===== config.mk =====
export PLATFORM = sky130hd
export DESIGN_NAME = alu_seq_core
export DESIGN_NICKNAME = d
export VERILOG_FILES = /design/src/rtl/alu_seq_pkg.sv /design/src/rtl/alu_seq_comb.sv /design/src/rtl/alu_seq_core.sv
export SDC_FILE = /design/constraint.sdc
export NUM_CORES = 1
export LEC_CHECK = 0
export BUFFER_PORTS_ARGS = -buffer_cell sky130_fd_sc_hd__buf_2
export CELL_PAD_IN_SITES_DETAIL_PLACEMENT = 0
export CELL_PAD_IN_SITES_GLOBAL_PLACEMENT = 1
export CORE_MARGIN = 2
export CORE_UTILIZATION = 53
export CTS_BUF_LIST = sky130_fd_sc_hd__clkbuf_16
export DETAILED_ROUTE_END_ITERATION = 8
export PLACE_DENSITY_LB_ADDON = 0.1
export SYNTH_ARGS = -nofsm -noshare
export SYNTH_HDL_FRONTEND = slang
export SYNTH_SLANG_ARGS = --single-unit

===== constraint.sdc =====
create_clock -name clk -period 6.6 [get_ports clk]
set_input_delay 1.32 -clock clk [delete_from_list [all_inputs] [get_ports clk]]
set_output_delay 1.32 -clock clk [all_outputs]
set_load 0.005 [all_outputs]

===== src/rtl/alu_seq_pkg.sv =====
// rtl/alu_seq_pkg.sv - opcodes and FSM states shared by the sequential ALU core
package alu_seq_pkg;

  localparam logic [3:0] OP_ADD  = 4'd0;
  localparam logic [3:0] OP_SUB  = 4'd1;
  localparam logic [3:0] OP_AND  = 4'd2;
  localparam logic [3:0] OP_OR   = 4'd3;
  localparam logic [3:0] OP_XOR  = 4'd4;
  localparam logic [3:0] OP_SHL  = 4'd5;
  localparam logic [3:0] OP_SHR  = 4'd6;
  localparam logic [3:0] OP_MUL  = 4'd7;
  localparam logic [3:0] OP_LOAD = 4'd8;
  localparam logic [3:0] OP_ADC  = 4'd9;
  // Opcodes at or above OP_NOP write nothing.
  localparam logic [3:0] OP_NOP  = 4'd10;

  typedef enum logic {
    ST_IDLE = 1'b0,
    ST_MUL  = 1'b1
  } state_t;

endpackage


===== src/rtl/alu_seq_comb.sv =====
// rtl/alu_seq_comb.sv - combinational single-cycle op unit (everything except MUL)
module alu_seq_comb
  import alu_seq_pkg::*;
#(
  parameter int WIDTH = 8
) (
  input  logic [WIDTH-1:0] a,
  input  logic [WIDTH-1:0] b,
  input  logic             carry_in,
  input  logic [3:0]       opcode,
  output logic [WIDTH-1:0] result,
  output logic             carry
);

  localparam logic [WIDTH-1:0] W_L = WIDTH[WIDTH-1:0];

  logic [WIDTH-1:0] amt;

  always_comb begin
    amt    = b % W_L;
    result = '0;
    carry  = 1'b0;
    case (opcode)
      OP_ADD:  {carry, result} = {1'b0, a} + {1'b0, b};
      OP_SUB:  {carry, result} = {1'b0, a} - {1'b0, b};
      OP_AND:  result = a & b;
      OP_OR:   result = a | b;
      OP_XOR:  result = a ^ b;
      // The extra bit on either side catches the last bit shifted out.
      OP_SHL:  {carry, result} = {1'b0, a} << amt;
      OP_SHR:  {result, carry} = {a, 1'b0} >> amt;
      OP_LOAD: result = b;
      OP_ADC:  {carry, result} = {1'b0, a} + {1'b0, b} + {{WIDTH{1'b0}}, carry_in};
      default: ;
    endcase
  end

endmodule


===== src/rtl/alu_seq_core.sv =====
// rtl/alu_seq_core.sv - register-file ALU with valid/ready issue and a shift-add multiplier
module alu_seq_core
  import alu_seq_pkg::*;
#(
  parameter  int WIDTH = 8,
  parameter  int NREGS = 4,
  localparam int AW    = $clog2(NREGS)
) (
  input  logic             clk,
  input  logic             rst_n,
  input  logic             ena,
  input  logic             in_valid,
  output logic             in_ready,
  input  logic [3:0]       opcode,
  input  logic [AW-1:0]    rd_addr,
  input  logic [AW-1:0]    rs_addr,
  input  logic [AW-1:0]    rt_addr,
  input  logic             use_imm,
  input  logic [WIDTH-1:0] imm,
  output logic             out_valid,
  output logic [WIDTH-1:0] result,
  output logic             zero_flag,
  output logic             carry_flag,
  output logic             neg_flag
);

  localparam int CW = $clog2(WIDTH + 1);
  localparam logic [CW-1:0] LAST = CW'(WIDTH - 1);

  logic [WIDTH-1:0]   regs [NREGS];
  state_t             state;
  logic [2*WIDTH-1:0] mcand;
  logic [WIDTH-1:0]   mplier;
  logic [2*WIDTH-1:0] acc;
  logic [CW-1:0]      cnt;
  logic [AW-1:0]      mul_rd;

  logic [WIDTH-1:0]   op_a;
  logic [WIDTH-1:0]   op_b;
  logic [WIDTH-1:0]   alu_res;
  logic               alu_carry;
  logic [2*WIDTH-1:0] acc_next;

  assign op_a     = regs[rs_addr];
  assign op_b     = use_imm ? imm : regs[rt_addr];
  assign in_ready = ena & (state == ST_IDLE);
  assign acc_next = acc + (mplier[0] ? mcand : '0);

  alu_seq_comb #(.WIDTH(WIDTH)) u_comb (
    .a        (op_a),
    .b        (op_b),
    .carry_in (carry_flag),
    .opcode   (opcode),
    .result   (alu_res),
    .carry    (alu_carry)
  );

  always_ff @(posedge clk or negedge rst_n) begin
    if (!rst_n) begin
      for (int i = 0; i < NREGS; i++) regs[i] <= '0;
      state      <= ST_IDLE;
      mcand      <= '0;
      mplier     <= '0;
      acc        <= '0;
      cnt        <= '0;
      mul_rd     <= '0;
      out_valid  <= 1'b0;
      result     <= '0;
      zero_flag  <= 1'b0;
      carry_flag <= 1'b0;
      neg_flag   <= 1'b0;
    end else if (ena) begin
      out_valid <= 1'b0;
      case (state)
        ST_IDLE: begin
          if (in_valid) begin
            if (opcode == OP_MUL) begin
              mcand  <= {{WIDTH{1'b0}}, op_a};
              mplier <= op_b;
              acc    <= '0;
              cnt    <= '0;
              mul_rd <= rd_addr;
              state  <= ST_MUL;
            end else begin
              out_valid <= 1'b1;
              if (opcode < OP_NOP) begin
                regs[rd_addr] <= alu_res;
                result        <= alu_res;
                zero_flag     <= (alu_res == '0);
                carry_flag    <= alu_carry;
                neg_flag      <= alu_res[WIDTH-1];
              end
            end
          end
        end
        ST_MUL: begin
          acc    <= acc_next;
          mcand  <= mcand << 1;
          mplier <= mplier >> 1;
          cnt    <= cnt + 1'b1;
          // Last iteration retires straight from acc_next, no extra cycle.
          if (cnt == LAST) begin
            regs[mul_rd] <= acc_next[WIDTH-1:0];
            result       <= acc_next[WIDTH-1:0];
            zero_flag    <= (acc_next[WIDTH-1:0] == '0);
            carry_flag   <= |acc_next[2*WIDTH-1:WIDTH];
            neg_flag     <= acc_next[WIDTH-1];
            out_valid    <= 1'b1;
            state        <= ST_IDLE;
          end
        end
        default: state <= ST_IDLE;
      endcase
    end
  end

endmodule

After elaboration in Yosys (flattened, before gate mapping)
Index checks and enable logic that the tools add are counted.

cells by class
  bitwise gates (word level) = 9
  $add $sub $neg = 5
  order comparisons = 7
  equality and inequality tests = 15
  shifts and indexed selects = 2
  muxes and demuxes = 61
  reductions and logical operators = 9

operators by type and width
  operator                                                  number
  two-way mux 32 bit                                        4
  two-way mux 8 bit                                         13
  two-way mux 16 bit                                        5
  case mux 8 bit (9 select lines)                           1
  bitwise mux 32 bit                                        2
  case mux 16 bit (2 select lines)                          2
  case mux 32 bit (2 select lines)                          1
  binary-select mux 8 bit (select 2 bit)                    2
  demux 8 bit (select 2 bit)                                2
  case mux 8 bit (2 select lines)                           2
  == test 4 x 3 -> 1 bit, second input constant             5
  two-way mux 1 bit                                         18
  adder 16 bit                                              1
  logical NOT 8 bit                                         2
  greater-or-equal comparator 3 bit, second input constant  4
  inverter 2 -> 3 bit                                       4
  case mux 1 bit (2 select lines)                           5
  adder 8 x 8 -> 9 bit                                      1
  adder 9 x 1 -> 9 bit                                      1
  left shift 8 x 3 -> 9 bit                                 1
  >> shifter 9 x 3 -> 9 bit                                 1
  subtractor 8 x 8 -> 9 bit                                 1
  AND 8 bit                                                 1
  == test 4 x 2 -> 1 bit, second input constant             2
  20 further kinds                                          27

storage, ports and cells
  flip-flop bits (word level) = 91
  output and inout bits = 13
  bits of input ports = 23
  logic and storage cells = 123

Longest topological paths before layout
Gate-level depths: netlist of the first run.

  word-level depth = 13
  mapped depth = 15
  depth with buffers taken out = 13

Hierarchy
From an unflattened synthesis of the first run, not the netlist that was laid out.

unflattened totals
  cells, all modules = 869
  area, all modules = 7597.3 µm²

by module, submodules not included
  module        times used  seq. area each (µm²)  area an instance (µm²)  cells each
  alu_seq_core  1           2252.2                5403.9                  562
  alu_seq_comb  1           0.0                   2193.4                  307

Worst setup path before layout of the first run
Ideal clock, no wire load.

  kind = input to register
  from = input rt_addr[0]
  to = register zero_flag
  cell stages on the path = 15
  setup slack = 1.602 ns
  data arrival time = 4.879 ns
  library setup time = 0.120 ns
  cells stage by stage = buf_6 -> mux4_2 -> o21ai_4 -> inv_2 -> buf_6 -> ha_1 -> fa_1 -> nor2b_1 -> o311ai_0 -> a21oi_1 -> a31oi_1 -> a21oi_1 -> o31ai_2 -> nor4b_2 -> a31o_1

between the ends
  longest elaborated chain between the ends = 13

ends and longest elaborated chain
  what                                                    RTL line                                RTL
  start: declaration                                      alu_seq_core.sv:17                      input logic [AW-1:0] rt_addr,
  inverter 2 -> 3 bit (implied by the code) *             alu_seq_core.sv:45                      assign op_b = use_imm ? imm : regs[rt_addr];
  binary-select mux 8 bit (select 2 bit) *                alu_seq_core.sv:45
  two-way mux 8 bit (implied by the code) * (2 in a row)  alu_seq_core.sv:45
  two-way mux 8 bit *                                     alu_seq_core.sv:45
  adder 8 x 8 -> 9 bit                                    alu_seq_comb.sv:24, alu_seq_comb.sv:33
  adder 9 x 1 -> 9 bit                                    alu_seq_comb.sv:33                      OP_ADC: {carry, result} = {1'b0, a} + {1'b0, b} + {{WIDTH{1'b0}}, carry_in};
  case mux 8 bit (9 select lines) *                       alu_seq_comb.sv:23                      case (opcode)
  logical NOT 8 bit *                                     alu_seq_core.sv:89                      zero_flag <= (alu_res == '0);
  two-way mux 1 bit *                                     alu_seq_core.sv:86                      if (opcode < OP_NOP) begin
  two-way mux 1 bit *                                     alu_seq_core.sv:77                      if (opcode == OP_MUL) begin
  two-way mux 1 bit *                                     alu_seq_core.sv:76                      if (in_valid) begin
  case mux 1 bit (2 select lines) *                       alu_seq_core.sv:74                      case (state)
  end signal: assignment                                  alu_seq_core.sv:89
  end signal: assignment                                  alu_seq_core.sv:105                     zero_flag <= (acc_next[WIDTH-1:0] == '0);
  end: declaration                                        alu_seq_core.sv:22                      output logic zero_flag,

Every way passes the cells marked *; elsewhere a longest branch is shown, timed or not. The select of a mux whose other input is x is not followed.
A chain may end at the register's enable or synchronous reset.

Worst setup path in the final report of the first run
Ends and elaborated chain as after synthesis.

==> results of run 1 <==
-- cells in the final DEF (no fill, tap or decap), types with 12 or more instances in the layout --
cell / netlist / final
a21oi_1: 44 / 43
and2_1: 28 / 28
xnor2_1: 13 / 13
nor2_1: 45 / 45
nor3_1: 12 / 12
ha_1: 44 / 44
mux2i_1: 17 / 17
a22oi_1: 16 / 16
o211ai_1: 12 / 12
o221ai_1: 14 / 14
mux4_2: 13 / 13
nand2b_1: 15 / 15
inv_1: 31 / 32
buf_4: 2 / 13
dfrtp_1: 90 / 90
o21ai_0: 54 / 54
buf_2: 6 / 34
nand3_1: 19 / 19
o22ai_1: 13 / 13
o21a_1: 16 / 16
nand2_1: 83 / 83
a22o_1: 24 / 24
-- cells by family after synthesis --
family,share of synthesized area (%)
adder cells (fa/ha/maj),8.18
XOR/XNOR,2.46
AND/OR/NAND/NOR,18.0
AO/OA/AOI/OAI,27.9
multiplexers,8.49
buffers and inverters,4.81
flip-flops,30.2
-- metrics by stage --
| stage | setup slack [ns] | cell area [µm²] | hold WS (ns) | std cells | power, mW |
|---|---|---|---|---|---|
| floorplan | 1.60 | 7470 | 0.450 | 832 | 2.38 |
| global placement | 1.06 | 7740 | 0.447 | 1010 | 2.93 |
| detailed placement | 0.976 | 7740 | 0.474 | 1010 | 2.96 |
| CTS | 1.33 | 8040 | 0.490 | 1026 | 3.51 |
| global route | 0.906 | 8040 | 0.509 | 1026 | 3.78 |
| finish | 1.28 | 8040 | 0.486 | 1026 | 3.55 |
-- worst register-to-register path, cell delays in order, from the launching register on --
cell,delay (ns)
dfrtp_1,0.41
mux4_2,0.50
o21ai_4,0.15
inv_2,0.17
ha_1,0.31
fa_1,0.48
nor2b_1,0.19
o311ai_0,0.53
a21oi_1,0.17
a31oi_1,0.41
a21oi_1,0.15
o31ai_2,0.50
nor4b_2,0.11
a31o_1,0.24
-- cell type report --
cell class	instances	share of cell area (%)
inverter	34	1.62
tap	180	2.80
clock buffer	9	2.80
timing repair buffer	47	3.33
clock inverter	7	1.01
multi-input combinational	659	60.4
sequential	90	28.0
-- state kept, by name, summed over array words and instances, names as in the netlist --
register / count
acc: 16
carry_flag: 1
out_valid: 1
result: 8
cnt: 4
mcand: 16
mplier: 8
zero_flag: 1
state: 1
regs: 32
mul_rd: 2
-- per-layer routing --
layer | track usage [%] | share of wire [%] | vias to the layer above | routed length (µm)
li1 | - | - | 3175 | -
met1 | 44.6 | 42 | 3421 | 10100
met2 | 53.4 | 47 | 314 | 11300
met3 | 4.88 | 7.0 | 66 | 1690
met4 | 13.4 | 4.1 | 0 | 981
met5 | 0 | 0 | - | 0
-- path summary, 6_finish.rpt --
kind,slack [ns],end
min in group asynchronous,0.86,acc[15]$_DFFE_PN0P_
max,1.28,zero_flag$_DFFE_PN0P_
max reg2reg,2.17,zero_flag$_DFFE_PN0P_
min,0.49,result[3]$_DFFE_PN0P_
min reg2reg,0.49,result[3]$_DFFE_PN0P_
max in group asynchronous,4.57,regs[2]$_DFFE_PN0P_
-- power by group --
| part | internal [mW] | switching, mW | total [mW] | leakage (nW) |
|---|---|---|---|---|
| combinational | 0.783 | 1.25 | 2.04 | 2.16 |
| sequential | 0.774 | 0.201 | 0.975 | 1.16 |
| clock | 0.298 | 0.236 | 0.534 | 0.154 |
==> results.cfg, run 1 <==
[run_status]
status = completed

[synth]
netlist_area_mm2 = 0.00747
syn_avg_cell_area_um2 = 8.98
ys_top_cells_by_count = dfrtp_1 (90), nand2_1 (83), o21ai_0 (54)
yosysTopAreaCell = dfrtp_1
syn_inst = 832
synth.top_cell.area_share_pct = 30.2
synth_edf_count = 0
synth_area_leaders = dfrtp_1 (30%), ha_1 (7.4%), nand2_1 (4.2%)
syn_nets = 902
async_flop_share_pct = 100
yosysSeqAreaShare_pct = 30.2
yosysUniqueCellTypes = 93
synth_most_common_cell = dfrtp_1
synth-seq-cells = 90
yosys_warnings = 0
synth_ff_type = dfrtp_1

[final_layout]
fin_nets = 911
multiInputGateArea_mm2 = 0.00486
diodes = 0
drive_gt1_share_pct = 12.2
nFillCells = 1213
seq_area_mm2 = 0.00225
utilization_pct = 58.2
syn_to_final_growth_pct = 7.69

[critical_path]
cp_common_cell = a21oi_1
cp-startpoint = rt_addr[0]
critPathRequiredTime_ns = 6.84
arrival_ns = 5.56
startpoint_type = primary input
cpMaxStageDelayCell = mux4_2
worst-setup-path-type = primary input to flop
worst_path_largest_cell_delay_ns = 0.57
crit_fanout = 18
cp_num_buf_inv = 2
cp_top_family = compound AO/OA/AOI/OAI gates
reg2reg_from = regs[0]$_DFFE_PN0P_
reg2regPathDepth = 13
cp.depth = 14
cp-end-kind = flop
crit_chain = buf_2 > mux4_2 > o21ai_4 > inv_2 > ha_1 > fa_1 > nor2b_1 > o311ai_0 > a21oi_1 > a31oi_1 > a21oi_1 > o31ai_2 > nor4b_2 > a31o_1

[drt]
drt_iter0_markers = 808
firstDrtPassIters = 5
vias_per_cell = 6.80
final_antenna_net_count = 0
drc_errors = 0
vias = 6976
finalWirelength_um = 24100
wire_per_inst_um = 23.5

[global_route]
grt_pass1_vias = 6710
grt_remaining_overflow = 0
grt_antenna_before_repair = 0
grt_start_max_net_pins = 69
grt_util_all_layers_pct = 33.1
grt_pass1_wl_um = 37800

[power]
p_leak_nw = 3.47
power.density_mw_per_mm2 = 441
vdd.ir_drop.worst_mv = 0.328

[sta]
rsz0062_at_grt = no
min_period_ns = 5.32
fin_tns_setup_ns = 0
setup_viol = 0
clock.fmax_mhz = 188
slew_headroom_pct = 37.4
fin_crit_sh_pct = 80.7
finalHoldViolCount = 0
maxSlewViolCount = 0
fin_skew_ns = 0.0147
worst_pin_slew_ns = 0.939

[floorplanning]
start_util_pct = 54.0
ioPinCount = 36
row_count = 43
die_h_um = 123
core_mm2 = 0.0138
dieArea_mm2 = 0.0151
die_w_um = 123

[clocking]
clock-sinks = 90
cts_resized = 0
root_buffer = clkbuf_16
cts.reportedPaths.clkPinSlew_ns = 0.07
cts_tree = done
cts_setup_buffers = 0
ctsHoldBuffers = 0
cts_buffers = 9
ctsHtreeMaxLevel = 3
clk_path_buf_depth = 2
clock_latency_ns = 0.35

[placed_design]
dp_hpwl_um = 18000
port_buffers = 35
place_congestion = 0.981

[job]
cap_viol_max_count = 0

[worst_hold_path]
hp-class = flop to flop
hold_start = result[3]$_DFFE_PN0P_
whs_path_depth = 2
Note: power is estimated with default switching activity, not from simulation.
==> run 2, diff against run 1 <==
CORE_UTILIZATION = 44   (was 53)
clock period = 4.6 ns   (was 6.6 ns; I/O delays follow)
==> results.cfg, run 2 (same netlist as run 1, synthesis figures left out) <==
[run_status]
status = completed

[floorplanning]
ioPinCount = 36
die_h_um = 134
die_w_um = 134
dieArea_mm2 = 0.0180
start_util_pct = 45.0
core_mm2 = 0.0166
row_count = 47

[final_layout]
final_common_cell = dfrtp_1
largest_register_ffs = 32
utilization_pct = 51.1
nFillCells = 1631
reg_top3 = regs x32, acc x16, mcand x16
diodes = 0
syn_to_final_growth_pct = 13.6
fin_nets = 961
regMostFlops = regs
drive_gt1_share_pct = 17.2
multiInputGateArea_mm2 = 0.00488
final_cell_mix = dfrtp_1 (90), nand2_1 (83), buf_4 (62)
fin_cells = 1116
seq_area_mm2 = 0.00225

[worst_hold_path]
hold_start = result[1]$_DFFE_PN0P_
hp-class = flop to flop
hold_path_end = result[1]$_DFFE_PN0P_
whs_path_depth = 2

[sta]
fin_crit_sh_pct = 95.1
setup_viol = 0
finalHoldViolCount = 0
worst_pin_slew_ns = 0.917
rsz0062_at_grt = no
slew_headroom_pct = 38.6
maxSlewViolCount = 0
clock.fmax_mhz = 229
fin_skew_ns = 0.0116
min_period_ns = 4.37

[clocking]
cts_tree = done
cts_buffers = 9
cts.reportedPaths.clkPinSlew_ns = 0.07
root_buffer = clkbuf_16
clock_latency_ns = 0.36
clock-sinks = 90
ctsHtreeMaxLevel = 3
clk_path_buf_depth = 2
cts_setup_buffers = 0

[power]
p_leak_nw = 3.70
power.density_mw_per_mm2 = 651
vdd.ir_drop.worst_mv = 0.270
total_power_mw = 5.53

[critical_path]
reg2reg_from = regs[0]$_DFFE_PN0P_
cp-end-kind = flop
r2r_slack_ns = 0.56
worst-setup-path-type = primary input to flop
crit_fanout = 6
critPathRequiredTime_ns = 4.88
reg2regPathDepth = 15
r2r_end = regs[6]$_DFFE_PN0P_
arrival_ns = 4.65
startpoint_type = primary input

[global_route]
grt_antenna_before_repair = 0
grt_pass1_vias = 7041
grt_pass1_wl_um = 41600
grt_remaining_overflow = 0
grt_start_max_net_pins = 58
grt_util_all_layers_pct = 30.2

[drt]
final_antenna_net_count = 0
firstDrtPassIters = 5
finalWirelength_um = 26300
vias_per_cell = 6.50
vias = 7249
drc_errors = 0
drt_iter0_markers = 957
wire_per_inst_um = 23.6

[placed_design]
placed_cells = 1100
place_congestion = 1.02
dp_hpwl_um = 19900
port_buffers = 35

[job]
cap_viol_max_count = 0
run 2: worst max-delay path by stage:
stage / start / endpoint / slack [ns] / cells past startpoint
6_report: rt_addr[0] / regs[6]$_DFFE_PN0P_ / 0.23 / 16
5_1_grt: rt_addr[0] / regs[6]$_DFFE_PN0P_ / 0.00005 / 14
3_5_place_dp: rt_addr[0] / zero_flag$_DFFE_PN0P_ / -0.17 / 15
4_1_cts: rt_addr[0] / regs[6]$_DFFE_PN0P_ / 0.19 / 16
2_1_floorplan: rt_addr[0] / zero_flag$_DFFE_PN0P_ / 0.002 / 15
3_3_place_gp: rt_addr[0] / zero_flag$_DFFE_PN0P_ / -0.26 / 15
run 2: area by class of cell:
| cell class | count | area share [%] |
|---|---|---|
| Clock buffer | 9 | 2.66 |
| Clock inverter | 7 | 0.693 |
| Inverter | 34 | 1.53 |
| Multi-Input combinational cell | 659 | 57.6 |
| Sequential cell | 90 | 26.6 |
| Tap cell | 220 | 3.25 |
| Timing Repair Buffer | 97 | 7.73 |
run 2: repair_timing:
action | in CTS | in global routing
gates resized for setup | 0 | 4
hold buffers | 0 | 0
endpoints found under the setup margin | 0 | 15
run 2: where the power goes:
group          switching [mW]  internal, mW
sequential              0.295          1.11
clock                   0.363         0.377
combinational            1.98          1.40
run 2: layer usage:
layer  track usage, %  up-vias  part of all wire, %
li1                 -     3280                    -
met3             5.37       54                  8.7
met5                0        -                    0
met2             46.8      386                   45
met1             42.4     3529                   43
met4             10.6        0                  3.1
run 2: through the flow:
step / setup WS, ns / setup TNS, ns / hold WS (ns) / instance area, µm²
2_1_floorplan: 0.00167 / 0 / 0.450 / 7470
3_3_place_gp: -0.263 / -2.61 / 0.462 / 8180
3_5_place_dp: -0.172 / -1.72 / 0.466 / 8180
4_1_cts: 0.191 / 0 / 0.488 / 8470
5_1_grt: 0.0000546 / 0 / 0.519 / 8480
6_report: 0.226 / 0 / 0.482 / 8480
run 2: worst max-delay path: stages:
cell      delay [ns]
buf_2           0.15
mux4_2          0.55
o21ai_4         0.15
inv_2           0.06
ha_1            0.21
fa_1            0.39
nor2b_1         0.16
o311ai_1        0.32
buf_4           0.19
a21oi_1         0.07
a31oi_1         0.38
buf_4           0.21
xnor2_1         0.09
nor2_2          0.39
o21ai_0         0.21
a31oi_1         0.20
